==> config.mk <==
export PLATFORM = sky130hd
export DESIGN_NAME = pipe_hazard_controller
export DESIGN_NICKNAME = d
export VERILOG_FILES = /design/src/rtl/pipe_hazard_controller_pkg.sv /design/src/rtl/pipe_hazard_controller_hazard_detect.sv /design/src/rtl/pipe_hazard_controller.sv
export SDC_FILE = /design/constraint.sdc
export NUM_CORES = 1
export LEC_CHECK = 0
export BUFFER_PORTS_ARGS = -buffer_cell sky130_fd_sc_hd__buf_2
export CAP_MARGIN = 20
export CORE_MARGIN = 10
export CORE_UTILIZATION = 42
export DETAILED_ROUTE_END_ITERATION = 8
export PLACE_DENSITY = 0.84
export SYNTH_ARGS = -nofsm -noshare
export SYNTH_HDL_FRONTEND = slang
export SYNTH_SLANG_ARGS = --single-unit
==> constraint.sdc <==
create_clock -name clock -period 2.32 [get_ports clock]
set_input_delay 0.116 -clock clock [delete_from_list [all_inputs] [get_ports clock]]
set_output_delay 0.116 -clock clock [all_outputs]
set_load 0.03 [all_outputs]
==> src/rtl/pipe_hazard_controller_pkg.sv <==
// Shared encodings for the pipeline sequencing controller: PC-source selects,
// controller state encoding and the default interrupt vector.
package pipe_hazard_controller_pkg;

    localparam logic [1:0] PCSEL_SEQ = 2'd0;
    localparam logic [1:0] PCSEL_BR  = 2'd1;
    localparam logic [1:0] PCSEL_VEC = 2'd2;
    localparam logic [1:0] PCSEL_EPC = 2'd3;

    typedef enum logic [1:0] {
        ST_RUN      = 2'd0,
        ST_MEMWAIT  = 2'd1,
        ST_INTENTER = 2'd2,
        ST_HALT     = 2'd3
    } state_t;

    localparam logic [31:0] DEFAULT_VECTOR_ADDR = 32'h0000_0800;

endpackage

==> src/rtl/pipe_hazard_controller_hazard_detect.sv <==
// Combinational load-use comparator: flags when the load in EX writes a
// register that the instruction in ID is about to read.
module pipe_hazard_controller_hazard_detect (
    input  logic       i_exMemRead,
    input  logic [4:0] i_exRt,
    input  logic [4:0] i_idRs,
    input  logic [4:0] i_idRt,
    input  logic       i_idUsesRt,
    output logic       o_loadUse
);

    logic w_rsHit;
    logic w_rtHit;

    // $0 is hardwired to zero, so a load targeting it never creates a hazard.
    assign w_rsHit   = (i_exRt == i_idRs);
    assign w_rtHit   = i_idUsesRt && (i_exRt == i_idRt);
    assign o_loadUse = i_exMemRead && (i_exRt != 5'd0) && (w_rsHit || w_rtHit);

endmodule

==> src/rtl/pipe_hazard_controller.sv <==
// Sequencing controller for the 5-stage pipeline: stalls, flushes, memory
// waits, interrupt entry/return and halt, plus a saturating stall counter.
module pipe_hazard_controller
    import pipe_hazard_controller_pkg::*;
#(
    parameter logic [31:0] VECTOR_ADDR = DEFAULT_VECTOR_ADDR,
    parameter int          CNT_W       = 32
) (
    input  logic             clock,
    input  logic             resetN,
    input  logic [4:0]       idRs,
    input  logic [4:0]       idRt,
    input  logic             idUsesRt,
    input  logic             idEret,
    input  logic             idValid,
    input  logic [31:0]      idPc,
    input  logic [31:0]      ifPc,
    input  logic             exMemRead,
    input  logic [4:0]       exRt,
    input  logic             exBranchTaken,
    input  logic             memBusy,
    input  logic             irq,
    input  logic             wbHalt,
    input  logic             go,
    output logic             pcEn,
    output logic [1:0]       pcSel,
    output logic             ifidEn,
    output logic             ifidClr,
    output logic             idexEn,
    output logic             idexClr,
    output logic             exmeEn,
    output logic             exmeClr,
    output logic             mewbEn,
    output logic             mewbClr,
    output logic             epcLoad,
    output logic [31:0]      epcValue,
    output logic             intAck,
    output logic             halted,
    output logic [CNT_W-1:0] stallCount,
    output logic [1:0]       dbgState
);

    state_t           r_state;
    state_t           w_next;
    logic             r_inService;
    logic             r_irqPend;
    logic [CNT_W-1:0] r_stallCount;
    logic             w_loadUse;
    logic             w_enterInt;
    logic             w_eret;

    pipe_hazard_controller_hazard_detect u_hazard_detect (
        .i_exMemRead (exMemRead),
        .i_exRt      (exRt),
        .i_idRs      (idRs),
        .i_idRt      (idRt),
        .i_idUsesRt  (idUsesRt),
        .o_loadUse   (w_loadUse)
    );

    // MEMWAIT shares the RUN rules: while memBusy holds it re-selects MEMWAIT,
    // and the cycle memBusy drops is resolved like RUN with no extra latency.
    always_comb begin
        w_next     = r_state;
        pcEn       = 1'b1;
        pcSel      = PCSEL_SEQ;
        ifidEn     = 1'b1;
        ifidClr    = 1'b0;
        idexEn     = 1'b1;
        idexClr    = 1'b0;
        exmeEn     = 1'b1;
        exmeClr    = 1'b0;
        mewbEn     = 1'b1;
        mewbClr    = 1'b0;
        epcLoad    = 1'b0;
        epcValue   = idValid ? idPc : ifPc;
        w_enterInt = 1'b0;
        w_eret     = 1'b0;
        case (r_state)
            ST_RUN, ST_MEMWAIT: begin
                w_next = ST_RUN;
                if (memBusy) begin
                    ifidEn  = 1'b0;
                    idexEn  = 1'b0;
                    exmeEn  = 1'b0;
                    mewbClr = 1'b1;
                    pcEn    = 1'b0;
                    w_next  = ST_MEMWAIT;
                end else if (wbHalt) begin
                    ifidEn = 1'b0;
                    idexEn = 1'b0;
                    exmeEn = 1'b0;
                    mewbEn = 1'b0;
                    pcEn   = 1'b0;
                    w_next = ST_HALT;
                end else if (r_irqPend && !exBranchTaken) begin
                    ifidClr    = 1'b1;
                    idexClr    = 1'b1;
                    pcEn       = 1'b0;
                    epcLoad    = 1'b1;
                    w_enterInt = 1'b1;
                    w_next     = ST_INTENTER;
                end else if (exBranchTaken) begin
                    pcSel   = PCSEL_BR;
                    ifidClr = 1'b1;
                    idexClr = 1'b1;
                end else if (idEret) begin
                    pcSel   = PCSEL_EPC;
                    ifidClr = 1'b1;
                    w_eret  = 1'b1;
                end else if (w_loadUse) begin
                    pcEn    = 1'b0;
                    ifidEn  = 1'b0;
                    idexClr = 1'b1;
                end
            end
            ST_INTENTER: begin
                pcSel   = PCSEL_VEC;
                ifidClr = 1'b1;
                w_next  = ST_RUN;
            end
            ST_HALT: begin
                ifidEn = 1'b0;
                idexEn = 1'b0;
                exmeEn = 1'b0;
                mewbEn = 1'b0;
                pcEn   = 1'b0;
                if (go) begin
                    w_next = ST_RUN;
                end
            end
            default: w_next = ST_RUN;
        endcase
    end

    always_ff @(posedge clock or negedge resetN) begin
        if (!resetN) begin
            r_state      <= ST_RUN;
            r_inService  <= 1'b0;
            r_irqPend    <= 1'b0;
            r_stallCount <= '0;
        end else begin
            r_state <= w_next;
            if (r_state == ST_INTENTER) begin
                r_inService <= 1'b1;
            end else if (w_eret) begin
                r_inService <= 1'b0;
            end
            // The INTENTER cycle itself is the entry, so a still-high level
            // there must not re-arm the request.
            if (w_enterInt) begin
                r_irqPend <= 1'b0;
            end else if (irq && !r_inService && (r_state != ST_INTENTER)) begin
                r_irqPend <= 1'b1;
            end
            if (!pcEn && (r_stallCount != {CNT_W{1'b1}})) begin
                r_stallCount <= r_stallCount + {{(CNT_W-1){1'b0}}, 1'b1};
            end
        end
    end

    assign stallCount = r_stallCount;
    assign intAck     = (r_state == ST_INTENTER);
    assign halted     = (r_state == ST_HALT);
    assign dbgState   = r_state;

    // The vector address is consumed by the PC mux via pcSel; it is kept here
    // so the vector stays a property of this controller instance.
    logic [31:0] w_vectorAddr;
    assign w_vectorAddr = VECTOR_ADDR;
    logic w_unusedVec;
    assign w_unusedVec = ^w_vectorAddr;

endmodule

==> impl_metrics.yaml <==
logic_synthesis:
  synth_top_family_by_area: "simple AND/OR/NAND/NOR gates"
  muxShareOfSynthArea_pct: 15.0
  synth-adder-area-share_pct: 0.505
  synth-simple-area-share_pct: 25.4
  syn_avg_cell_area_sq_um: 10.1
  syn_nets: 335
  yosysTopAreaCell: "dfrtp_1"
  synth-edff-count: 0
  ys_ff_latch: 36
  synthesis.area_sq_um: 2480
  yosysUniqueCellTypes: 40
  ys_top_cells_by_area: "dfrtp_1, mux2_1, xnor2_1"
  seq_area_frac_synth_pct: 36.4
  ys.flop_type: "dfrtp_1"
  syn_inst: 244
  synthXorXnorAreaFrac_pct: 14.5
  synth_compound_area_share_pct: 3.44
  synth_top_area_share_pct: 36.4
  synth-async-reset-ratio_pct: 100
  synth_warnings: 0
power:
  peakVddDrop_mv: 0.348
  power_frac_clock_pct: 18.3
  leakagePower_nw: 1.82
  p_per_area_nw_per_um2: 640
  seqPwrFrac_pct: 37.0
  p_int_mw: 1.28
  p_sw_mw: 0.951
  switching_share_pct: 42.5
  p_comb_share_pct: 44.7
detailed_routing:
  wl_mm: 8.60
  drc: 0
  drtAntennaViolNets: 0
  drt_iter0_markers: 91
  wire_per_inst_um: 17.7
  via_per_inst: 5.23
  drtPass1Iterations: 4
  vias: 2549
layout:
  nFillCells: 484
  final_common_cell: "buf_2"
  n_antenna_cell: 0
  layout_common_cells: "buf_2, dfrtp_1, xnor2_1"
  syn_to_final_growth_pct: 41.0
  register_area_sq_um: 901
  drive_gt1_share_pct: 49.6
  nNetsFinal: 506
  multiInputGateArea_sq_um: 1460
  finalCoreUtilization_pct: 62.2
  final_design_area_no_fill_sq_um: 3490
cts:
  cts-resized-gates: 0
  holdBufCountCts: 1
  clk_path_buf_depth: 2
  htreeDepth: 2
  clk_latency_ps: 280
  cts.sinks: 36
  clk_pin_slew_ps: 60
  cts_buffers: 5
  cts_root_buf: "clkbuf_8"
  cts_tree: "yes"
  post-cts-setup-buffers: 0
setup_path:
  r2r_setup_slack_ps: 240
  r2r_start: "stallCount[15]"
  critical_path_class: "flop to flop"
  crit_path_end_kind: "flop"
  crit_arrival_ps: 2280
  worst-path-max-fanout: 14
  crit_path_start_kind: "flop"
  critPathRequiredTime_ps: 2520
  r2r_cells: 7
  timing.rr.end: "stallCount[9]"
sta:
  rsz0062_at_grt: "no"
  tightestPinTransition_ps: 779
  fin_crit_sh_pct: 89.7
  fin_worst_skew_ps: 8.64
  fmax_mhz: 481
  finalCriticalPeriod_ps: 2080
  hold_violations: 0
  max_slew_margin_pct: 48.1
  final-max-slew-violation-count: 0
  fin_ws_ps: 239
  fin_setup_tns_ps: 0
  finalSetupViolCount: 0
floorplan:
  die_w_um: 96.8
  boundaryPins: 170
  num_rows: 27
  dieArea_sq_um: 9370
  die_y_um: 96.8
  start_util_pct: 44.2
  core_sq_um: 5610
global_routing:
  grt_max_degree: 37
  track_usage_pct: 17.5
  grt_pass1_vias: 2778
  antenna_found_initial: 0
  grt_first_pass_wirelength_mm: 14.1
  grt_overflow: 0
job:
  maxCapViolCount: 0
placed_design:
  place_area_sq_um: 3400
  gp_congestion: 0.801
  port_buffers: 168
  dp_slack_ps: 283
  dp_hpwl_mm: 7.37
min_path:
  min_to: "dbgState[1]"
  min_from: "go"
  hold_class: "input port to flop"
  hold-path-cell-count: 2
status:
  status: "completed"
cell type report:
class / count / share of cell area, %
Multi-Input combinational cell: 188 / 41.8
Timing Repair Buffer: 177 / 26.8
Sequential cell: 36 / 25.8
Tap cell: 72 / 2.58
Clock buffer: 6 / 2.08
Inverter: 7 / 0.753
Clock inverter: 1 / 0.143
flip-flops by register name, indices dropped and copies added (netlist names):
name         cells
r_inService      1
dbgState         2
stallCount      32
r_irqPend        1
per-stage QoR:
step | power (mW) | hold slack (ps) | cells
2_1_floorplan | 1.47 | -180 | 244
3_3_place_gp | 1.81 | 231 | 479
3_5_place_dp | 1.84 | 241 | 479
4_1_cts | 2.26 | 29.6 | 487
5_1_grt | 2.37 | 29.4 | 487
6_report | 2.23 | 33.4 | 487
power groups by stage:
| stage | Clock (mW) | Combinational [mW] | Sequential [mW] |
|---|---|---|---|
| after floorplan | 0 | 0.529 | 0.946 |
| after global placement | 0 | 0.988 | 0.825 |
| after detailed placement | 0 | 1.01 | 0.834 |
| after CTS | 0.420 | 1.01 | 0.823 |
| after global routing | 0.456 | 1.07 | 0.841 |
| final | 0.409 | 0.998 | 0.827 |
synth_stat cells, drive strengths merged (2+ instances only):
master  count
mux2       33
nor3        5
or3         2
inv         7
a21oi       2
nor2       14
xnor2      32
nand2b      3
xor2        9
clkbuf      2
nand3      20
and3       13
nand2      18
nand4      15
nor4        3
dfrtp      36
buf        11
o21ai       4
or4         2
and4        4
per-layer routing:
layer	vias up	wire length [um]	share of wire, %	track usage (%)
li1	1208	-	-	-
met2	115	4520	53	31.6
met3	11	740	8.6	6.81
met5	-	0	0	0
met1	1215	3220	37	18.5
met4	0	118	1.4	4.06
worst max path at each step:
stage                   start             to  slack, ps  cells after the start
6_report       stallCount[15]  stallCount[9]        240                      7
5_1_grt        stallCount[15]  stallCount[9]        120                      7
4_1_cts        stallCount[15]  stallCount[9]        240                      7
3_5_place_dp   stallCount[15]  stallCount[1]        280                      6
3_3_place_gp   stallCount[16]  stallCount[1]        370                      6
2_1_floorplan  stallCount[15]  stallCount[1]        190                      6
kinds of logic after synthesis:
kind of cell | after synthesis
xor gates and xnor gates | 41
adders and majority gates | 1
and+or+nand+nor | 101
other | 1
AOI/OAI and AO/OA | 11
muxes | 33
buffers and inverters | 20
DFF | 36
worst max-delay path, cell delays in order, from the launching register on:
cell,delay (ps)
dfrtp_1,470
nand3_2,140
or4_4,570
nor2_4,200
nand4_4,120
buf_4,230
nand4_1,140
xnor2_1,130
Power figures use the tool's default switching activity.
